--- src/rtl/conway_board_sequencer.sv ---
// ---------------------------------------------------------------------------
// conway_board_sequencer
//
// Generation controller for an array of conway_cell instances. It drives the
// shared cell reset/enable lines that every cell sees:
//   - LOAD holds cell_rst high for LOAD_CYCLES cycles, so every cell latches
//     its seed state.
//   - STEP issues exactly one cell_ena strobe, which advances one generation.
//   - RUN issues one strobe every TICK_DIV cycles. It stops after cmd_count
//     generations, on PAUSE/LOAD, or, when STOP_ON_STABLE is set, on a
//     generation in which no cell changed.
// Commands arrive over a valid/ready handshake.
//
// Ports
//   clk            in   system clock, all state on its rising edge
//   rst_n          in   asynchronous active-low reset
//   cmd_valid      in   command present
//   cmd_ready      out  command is taken when cmd_valid & cmd_ready at posedge
//   cmd_op         in   00 LOAD, 01 STEP, 10 RUN, 11 PAUSE
//   cmd_count      in   RUN length in generations; 0 = unbounded
//   board_changed  in   OR over all cells of (next state != current state)
//   cell_rst       out  to every cell's rst (registered)
//   cell_ena       out  to every cell's ena; one high cycle = one generation
//   busy           out  sequencer not idle
//   generation     out  generations since the last LOAD, saturating
//   stable         out  the last strobe saw board_changed = 0
//   done           out  one-cycle pulse when STEP/RUN finishes by itself
// ---------------------------------------------------------------------------
module conway_board_sequencer #(
    parameter int TICK_DIV       = 4,
    parameter int GEN_W          = 16,
    parameter int LOAD_CYCLES    = 2,
    parameter int STOP_ON_STABLE = 1
) (
    input  logic             clk,
    input  logic             rst_n,
    input  logic             cmd_valid,
    output logic             cmd_ready,
    input  logic [1:0]       cmd_op,
    input  logic [GEN_W-1:0] cmd_count,
    input  logic             board_changed,
    output logic             cell_rst,
    output logic             cell_ena,
    output logic             busy,
    output logic [GEN_W-1:0] generation,
    output logic             stable,
    output logic             done
);

    localparam int TICK_W = (TICK_DIV > 1) ? $clog2(TICK_DIV) : 1;
    localparam int LOAD_W = (LOAD_CYCLES > 1) ? $clog2(LOAD_CYCLES) : 1;
    localparam logic [TICK_W-1:0] TICK_LAST = TICK_W'(TICK_DIV - 1);
    localparam logic [LOAD_W-1:0] LOAD_LAST = LOAD_W'(LOAD_CYCLES - 1);
    localparam logic [GEN_W-1:0]  GEN_MAX   = {GEN_W{1'b1}};
    localparam logic [GEN_W-1:0]  GEN_ONE   = GEN_W'(1);

    localparam logic [1:0] OP_LOAD  = 2'b00;
    localparam logic [1:0] OP_STEP  = 2'b01;
    localparam logic [1:0] OP_RUN   = 2'b10;
    localparam logic [1:0] OP_PAUSE = 2'b11;

    typedef enum logic [1:0] {
        ST_IDLE = 2'b00,
        ST_LOAD = 2'b01,
        ST_STEP = 2'b10,
        ST_RUN  = 2'b11
    } state_t;

    state_t            state_q, state_d;
    logic [TICK_W-1:0] tick_q, tick_d;
    logic [LOAD_W-1:0] load_cnt_q, load_cnt_d;
    logic [GEN_W-1:0]  remaining_q, remaining_d;
    logic [GEN_W-1:0]  gen_q, gen_d;
    logic              stable_q, stable_d;
    logic              done_q, done_d;
    logic              cell_rst_q, cell_rst_d;
    // Low only until the first edge after reset release. Keeps cmd_ready low
    // during reset even though the state register already reads IDLE.
    logic              live_q;

    logic accept;
    logic strobe;
    logic load_go;

    // Moore outputs. The strobe depends only on state/tick, so a PAUSE or
    // LOAD accepted in a strobe cycle does not cancel that generation.
    assign cmd_ready  = live_q && ((state_q == ST_IDLE) || (state_q == ST_RUN));
    assign accept     = cmd_valid && cmd_ready;
    assign strobe     = (state_q == ST_STEP) ||
                        ((state_q == ST_RUN) && (tick_q == TICK_LAST));
    assign cell_ena   = strobe;
    assign cell_rst   = cell_rst_q;
    assign busy       = (state_q != ST_IDLE);
    assign generation = gen_q;
    assign stable     = stable_q;
    assign done       = done_q;

    always_comb begin
        state_d     = state_q;
        tick_d      = tick_q;
        load_cnt_d  = load_cnt_q;
        remaining_d = remaining_q;
        gen_d       = gen_q;
        stable_d    = stable_q;
        done_d      = 1'b0;
        load_go     = 1'b0;

        if (strobe) begin
            gen_d    = (gen_q == GEN_MAX) ? gen_q : gen_q + GEN_ONE;
            stable_d = ~board_changed;
        end

        case (state_q)
            ST_IDLE: begin
                if (accept) begin
                    case (cmd_op)
                        OP_LOAD: load_go = 1'b1;
                        OP_STEP: state_d = ST_STEP;
                        OP_RUN: begin
                            state_d     = ST_RUN;
                            tick_d      = '0;
                            remaining_d = cmd_count;
                        end
                        default: ;  // PAUSE while idle is a no-op
                    endcase
                end
            end
            ST_LOAD: begin
                if (load_cnt_q == LOAD_LAST) begin
                    state_d = ST_IDLE;
                end else begin
                    load_cnt_d = load_cnt_q + LOAD_W'(1);
                end
            end
            ST_STEP: begin
                state_d = ST_IDLE;
                done_d  = 1'b1;
            end
            ST_RUN: begin
                tick_d = (tick_q == TICK_LAST) ? '0 : tick_q + TICK_W'(1);
                if (strobe) begin
                    if (remaining_q != '0) begin
                        remaining_d = remaining_q - GEN_ONE;
                    end
                    // A count of 0 never matches 1, so it runs until stopped.
                    if ((remaining_q == GEN_ONE) ||
                        ((STOP_ON_STABLE != 0) && !board_changed)) begin
                        state_d = ST_IDLE;
                        done_d  = 1'b1;
                    end
                end
                // A host abort overrides a natural finish in the same cycle.
                if (accept) begin
                    if (cmd_op == OP_PAUSE) begin
                        state_d = ST_IDLE;
                        done_d  = 1'b0;
                    end else if (cmd_op == OP_LOAD) begin
                        load_go = 1'b1;
                    end
                end
            end
            default: state_d = ST_IDLE;
        endcase

        // LOAD restarts the generation history. It wins over a strobe
        // increment in the same cycle.
        if (load_go) begin
            state_d    = ST_LOAD;
            load_cnt_d = '0;
            gen_d      = '0;
            stable_d   = 1'b0;
            done_d     = 1'b0;
        end

        cell_rst_d = (state_d == ST_LOAD);
    end

    always_ff @(posedge clk or negedge rst_n) begin
        if (!rst_n) begin
            state_q     <= ST_IDLE;
            tick_q      <= '0;
            load_cnt_q  <= '0;
            remaining_q <= '0;
            gen_q       <= '0;
            stable_q    <= 1'b0;
            done_q      <= 1'b0;
            cell_rst_q  <= 1'b1;
            live_q      <= 1'b0;
        end else begin
            state_q     <= state_d;
            tick_q      <= tick_d;
            load_cnt_q  <= load_cnt_d;
            remaining_q <= remaining_d;
            gen_q       <= gen_d;
            stable_q    <= stable_d;
            done_q      <= done_d;
            cell_rst_q  <= cell_rst_d;
            live_q      <= 1'b1;
        end
    end

endmodule

--- config.mk ---
export PLATFORM = sky130hd
export DESIGN_NAME = conway_board_sequencer
export DESIGN_NICKNAME = d
export VERILOG_FILES = /design/src/rtl/conway_board_sequencer.sv
export SDC_FILE = /design/constraint.sdc
export NUM_CORES = 1
export LEC_CHECK = 0
export CAP_MARGIN = 5
export CORE_ASPECT_RATIO = 1.1
export CORE_MARGIN = 3
export CORE_UTILIZATION = 45
export CTS_BUF_LIST = sky130_fd_sc_hd__clkbuf_16
export DETAILED_ROUTE_END_ITERATION = 6
export PLACE_DENSITY = 0.77
export SLEW_MARGIN = 20
export SYNTH_ARGS = -nofsm -noshare
export SYNTH_HDL_FRONTEND = slang
export SYNTH_SLANG_ARGS = --single-unit
--- constraint.sdc ---
create_clock -name clk -period 3.7 [get_ports clk]
set_clock_uncertainty 0.05 [all_clocks]
set_input_delay 0.74 -clock clk [delete_from_list [all_inputs] [get_ports clk]]
set_output_delay 0.74 -clock clk [all_outputs]
set_load 0.1 [all_outputs]
# [After elaboration in Yosys (flattened, before gate mapping)]
# Cells that the tools add are included.
[word_totals] in_bits=22 register_bits=41 wordCells=83 output_inout_bits=22
[op_classes] reduce_logical=17 bitwise=1 n_mux=37 add_sub_neg=4 n_eq_ne=15
[op_table] op="16-bit two-way mux" count=7
[op_table] op="16-bit case mux with 2 select lines" count=1
[op_table] op="2-bit two-way mux" count=10
[op_table] op="16-bit by 1-bit adder with 16-bit output (second input constant)" count=1
[op_table] op="16-bit by 1-bit equality test with 1-bit output (second input constant)" count=1
[op_table] op="16-bit equality test (second input constant)" count=1
[op_table] op="16-bit nonzero test" count=1
[op_table] op="16-bit by 1-bit subtractor with 16-bit output (second input constant)" count=1
[op_table] op="1-bit two-way mux" count=14
[op_table] op="2-bit equality test (second input constant)" count=5
[op_table] op="2-bit case mux with 2 select lines" count=2
[op_table] op="2-bit case mux with 4 select lines" count=1
[op_table] op="2-bit nonzero test" count=4
[op_table] op="2-bit by 1-bit equality test with 1-bit output (second input constant)" count=3
[op_table] op="2-bit inequality test (second input constant)" count=3
[op_table] op="5-bit AND reduction" count=1
[op_table] op="2-bit zero test" count=2
[op_table] op="2-bit by 1-bit inequality test with 1-bit output (second input constant)" count=2
[op_table] op="1-bit case mux with 2 select lines" count=2
[op_table] op="1-bit logical AND" count=3
[op_table] op="1-bit logical OR" count=3
[op_table] op="3-bit AND reduction" count=1
[op_table] op="2-bit by 1-bit adder with 2-bit output (second input constant)" count=1
[op_table] op="2-bit AND reduction" count=1
[op_table] op="other kinds (3)" count=3

# [Logic depth before layout (Yosys ltp)]
[logic_depth] ltp_word=9 ltp_mapped=7 ltp_nobuf=7

# [Least setup slack after synthesis]
# OpenSTA, ideal clock, no wires.
[synth_path] path_type="reg2reg" startpoint="register state_q[0]" endpoint="register done_q, in the netlist done" setup_time_ns=0.122 stages_incl_launch_ff=7 arrival_ns=2.939 period_less_slack_ns=3.110 slack_ns=0.590 required_ns=3.528 n_path_buf=1 path_cell_list="dfrtp_1 > inv_1 > ha_1 > nor2b_1 > nand3_1 > clkbuf_1 > a32o_1"
[synth_between] word_cells_on_any_way=16 classes_between="2 x eq/ne; 8 x mux; 6 x reduce/logical"
[synth_rtl] item="start: declaration" line_no="69" source="state_t state_q, state_d;"
[synth_rtl] item="start signal: assignment" line_no="190" source="state_q <= state_d;"
[synth_rtl] item="2-bit equality test or 2-bit zero test (tied branches)" line_no="87" source="assign cmd_ready = live_q && ((state_q == ST_IDLE) || (state_q == ST_RUN));"
[synth_rtl] item="1-bit logical OR *" line_no="87"
[synth_rtl] item="1-bit logical AND *" line_no="87"
[synth_rtl] item="net cmd_ready" line_no="38" source="output logic cmd_ready,"
[synth_rtl] item="1-bit logical AND *" line_no="88" source="assign accept = cmd_valid && cmd_ready;"
[synth_rtl] item="1-bit two-way mux (on tied branches)" line_no="153, 115"
[synth_rtl] item="1-bit case mux with 2 select lines" line_no="113" source="case (state_q)"
[synth_rtl] item="1-bit two-way mux *" line_no="167" source="if (load_go) begin"
[synth_rtl] item="net done_d" line_no="75" source="logic done_q, done_d;"
[synth_rtl] item="end signal: assignment" line_no="196" source="done_q <= done_d;"
[synth_rtl] item="end: declaration" line_no="75"
# The timed path passes the listed nets; every way through them passes the cells marked *.
# A chain may end at the register's enable or synchronous reset.

# [Final worst setup path]
[layout_path] startpoint="register state_q[0]" endpoint="output cell_ena"
[layout_between] elab_chain_cells=3 word_cells_on_any_way=4 classes_between="2 x eq/ne; 2 x reduce/logical"
[layout_lines] item="2-bit equality test" line_no="90" source="((state_q == ST_RUN) && (tick_q == TICK_LAST));"
[layout_lines] item="1-bit logical AND" line_no="90"
[layout_lines] item="1-bit logical OR *" line_no="89" source="assign strobe = (state_q == ST_STEP) ||"
[layout_lines] item="end: declaration" line_no="43" source="output logic cell_ena,"
# Every way passes the cells marked *; elsewhere a longest branch is shown, timed or not.

==> metrics.md <==
| Metric | Value |
|---|---|
| Status | completed |
| CP max FO | 14 |
| GRT overflow | 0 |
| Count of distinct cell types in the synthesized netlist | 53 |
| Worst r2r src | remaining_q[9] |
| Mapped Area | 0.00269 sq mm |
| Sw Share | 51.2% |
| Sw power | 1.48 mW |
| CTS tree | built |
| Max Clk Rate | 0.361 GHz |
| Die area | 0.00694 sq mm |
| First-pass DRT Iterations | 4 |
| Mapped Cells | between 200 and 300 |
| Combinational power share | 53.8% |
| Worst reg2reg endpoint | remaining_q[3] |
| ANT cells | 0 |
| Number of I/O pins | between 40 and 50 |
| First-pass GRT wire length | about 11000 um |
| Crit path largest cell delay | between 0.4 and 0.5 ns |
| Crit path max-delay family | buffers and inverters |
| Worst min path class | flop to flop |
| RSZ-0062 raised after global routing | false |
| Max-cap viol count | 0 |
| Row Count | 28 |
| Routed Antenna Nets | 0 |
| Crit. Startpoint | state_q[0] |
| Max-slew violations | 0 |
| Bufs and invs on worst path | 2 |
| Power density cells | 864 mW/mm^2 |
| Total Power | 2.89 mW |
| Worst-skew pair later-pin latency | 0.29 ns |
| LEAKAGE | 1.40 nW |
| Seq/Total Area, Yosys | 38.2% |
| Core area | 0.00557 sq mm |
| Top cells by area, synth | dfrtp_1 (37%), ha_1 (6.1%), mux2i_1 (3.7%) |
| Share of layout cells above drive strength 1 | 10.7% |
| DRT iter0 DRCs | 293 |
| Setup slack, reg-to-reg | 1.00 ns |
| Final Setup Violations | 0 |
| Most common cell after layout, fill and taps aside | dfrtp_1 |
| # port buffers | 43 |
| Die Y | 87.1 um |
| Fin worst setup slack | 0.929 ns |
| Final hold vios | 0 |
| Period utilisation layout | 74.9% |
| CP endpoint kind | output port |
| Routability cong. | 0.927 |
| Ys Warns | 0 |
| Root Driver | clkbuf_16 |
| Asr flop ratio synth | 100% |
| Ys flop type | dfrtp_1 |
| Required time of the worst setup path | 2.91 ns |
| Synth area leader | dfrtp_1 |
| Final core utilization | 60.2% |
| CP endpoint | cell_ena |
| Num CTS Buffers | 5 |
| Commonest cells after routing, fill and taps aside | dfrtp_1 (40), clkdlybuf4s50_1 (38), nand2_1 (22) |
| Avg Inst Size Synth | 8.99 sq um |
| Vias | 2540 |
| Part of the power in registers | 28.6% |
| Nets@finish | between 300 and 400 |
| Largest net degree at the start of global routing | 42 |
| Avg WL per Cell | 16.1 um |
| CP cell instances | ha_1 > a21oi_1 > inv_1 > buf_4 |
| Reg2Reg Depth | 4 |
| Final WL | 6750 um |
| Final worst path period need | 2.77 ns |
| Dpl hpwl | 4800 um |
| Die width | ~80 um |
| Startpoint types | flop |
| Vias in the first global route | 2369 |
| Deepest clock path buffer count | 2 |
| Clock transition at the registers of the reported paths | approximately 0.070 ns |
| Max VDD drop | roughly 0.45 mV |
| DRC viols | 0 |
| Initial antenna violation count | 0 |
| Post_cts resized | 0 |
| Post-place setup slack | ~0.76 ns |
| Worst slew margin | 32.4% |
| Internal | 1.41 mW |
| Postcts setup bufs | 0 |
| Post-CTS Hold Buffers | 0 |
| Clk pwr share | 17.5% |
| Critical path depth | 4 |
| Worst slew pin tran | a little over 1 ns |
| Starting Density | about half |
| Sum Neg Setup Slack | 0 ns |
| WS Path Type | flop to output port |
| Synthesized flop and latch total | 41 |
| Slowest CP cell | dfrtp_1 |
| H-tree levels | 2 |
| DR vias/cell | 6.05 |
| Post-synth EDFFs | 0 |
| CTS Sinks | 41 |
| Area share of the largest cell type after synthesis | between 30% and 40% |
| All-Layer GR Usage | 20.2% |
| Crit path DAT | 1.98 ns |
| Layout area overhead | 24.7% |
| Net count after synthesis | 334 |
-- worst register-to-register path, stage by stage, from the launching register on --
cell and delay (ns):
dfrtp_1 0.45, nor4_1 0.66, nand3_1 0.29, o21ai_1 0.86
o21ai_0 0.23
-- through the flow --
step | instances | cell area [sq um] | hold slack, ns
final | 420 | 3350 | 0.444
after global routing | 420 | 3350 | 0.486
after CTS | 420 | 3350 | 0.454
after detailed placement | 412 | 3180 | 0.440
after global placement | 412 | 3180 | 0.426
after floorplan | 299 | 2690 | 0.394
-- sequential cells by signal, indices dropped and copies added (netlist names) --
| register | flops |
|---|---|
| cell_rst | 1 |
| done | 1 |
| generation | 16 |
| live_q | 1 |
| load_cnt_q | 1 |
| remaining_q | 16 |
| stable | 1 |
| state_q | 2 |
| tick_q | 2 |
-- metal layers --
layer	part of all wire (%)	global-route usage (%)	wire length (um)	up-vias
met5	0	0	0	-
li1	-	-	-	1239
met3	6.8	3.83	460	10
met1	43	25.5	2900	1192
met4	1.1	6.25	74	0
met2	49	34.9	3320	99
-- cells in the mapped netlist (2+ instances only) --
cell	number
a211oi_1	9
a21oi_1	18
a221o_1	2
a221oi_1	2
a22oi_1	5
a2bb2oi_1	4
a31oi_1	5
a32o_1	4
a41oi_1	3
and3_1	4
and4b_1	3
buf_2	2
buf_6	3
clkbuf_1	7
dfrtp_1	40
ha_1	13
inv_1	16
mux2_2	2
mux2i_1	10
nand2_1	22
nand2b_1	2
nand3_1	11
nand4_1	6
nand4b_1	2
nor2_1	21
nor2b_1	3
nor3_1	11
nor4_1	8
nor4b_1	2
o21ai_0	18
o221ai_1	2
o2bb2ai_1	2
o31ai_1	3
o41ai_1	2
or2_2	9
or4_1	5
or4_4	2
-- kinds of logic (layout without fill, tap and decap cells) --
family | Yosys count | count (layout) | synth area share (%)
simple gates | 116 | 116 | 23.8
buf+inv | 28 | 74 | 4.84
other cells | 1 | 1 | 0.140
flops | 41 | 41 | 38.2
compound gates | 88 | 88 | 22.4
mux | 12 | 12 | 4.56
fa+ha+maj | 13 | 13 | 6.05
-- worst min-delay path by stage --
stage	cells after the start	startpoint	endpoint	slack, ns
global route	1	state_q[1]	cell_rst	0.49
detailed placement	2	load_cnt_q	load_cnt_q	0.44
global placement	2	load_cnt_q	load_cnt_q	0.43
finish	2	load_cnt_q	load_cnt_q	0.44
CTS	2	load_cnt_q	load_cnt_q	0.45
floorplan	0	rst_n	done	0.39
-- final cells by class --
type	count	area (sq um)
Clock buffer	5	125
Clock inverter	3	46.3
Fill cell	482	2220
Inverter	16	60.1
Multi-Input combinational cell	230	1530
Sequential cell	41	1030
Tap cell	75	93.8
Timing Repair Buffer	50	468
-- power groups by stage --
stage	sequential, mW	combinational, mW	clock, mW
after detailed placement	0.828	1.56	0
final	0.829	1.56	0.507
after floorplan	1.24	0.763	0
after global routing	0.853	1.67	0.533
after global placement	0.827	1.53	0
after CTS	0.822	1.56	0.512
No activity file was read; power rests on OpenSTA's default activity.
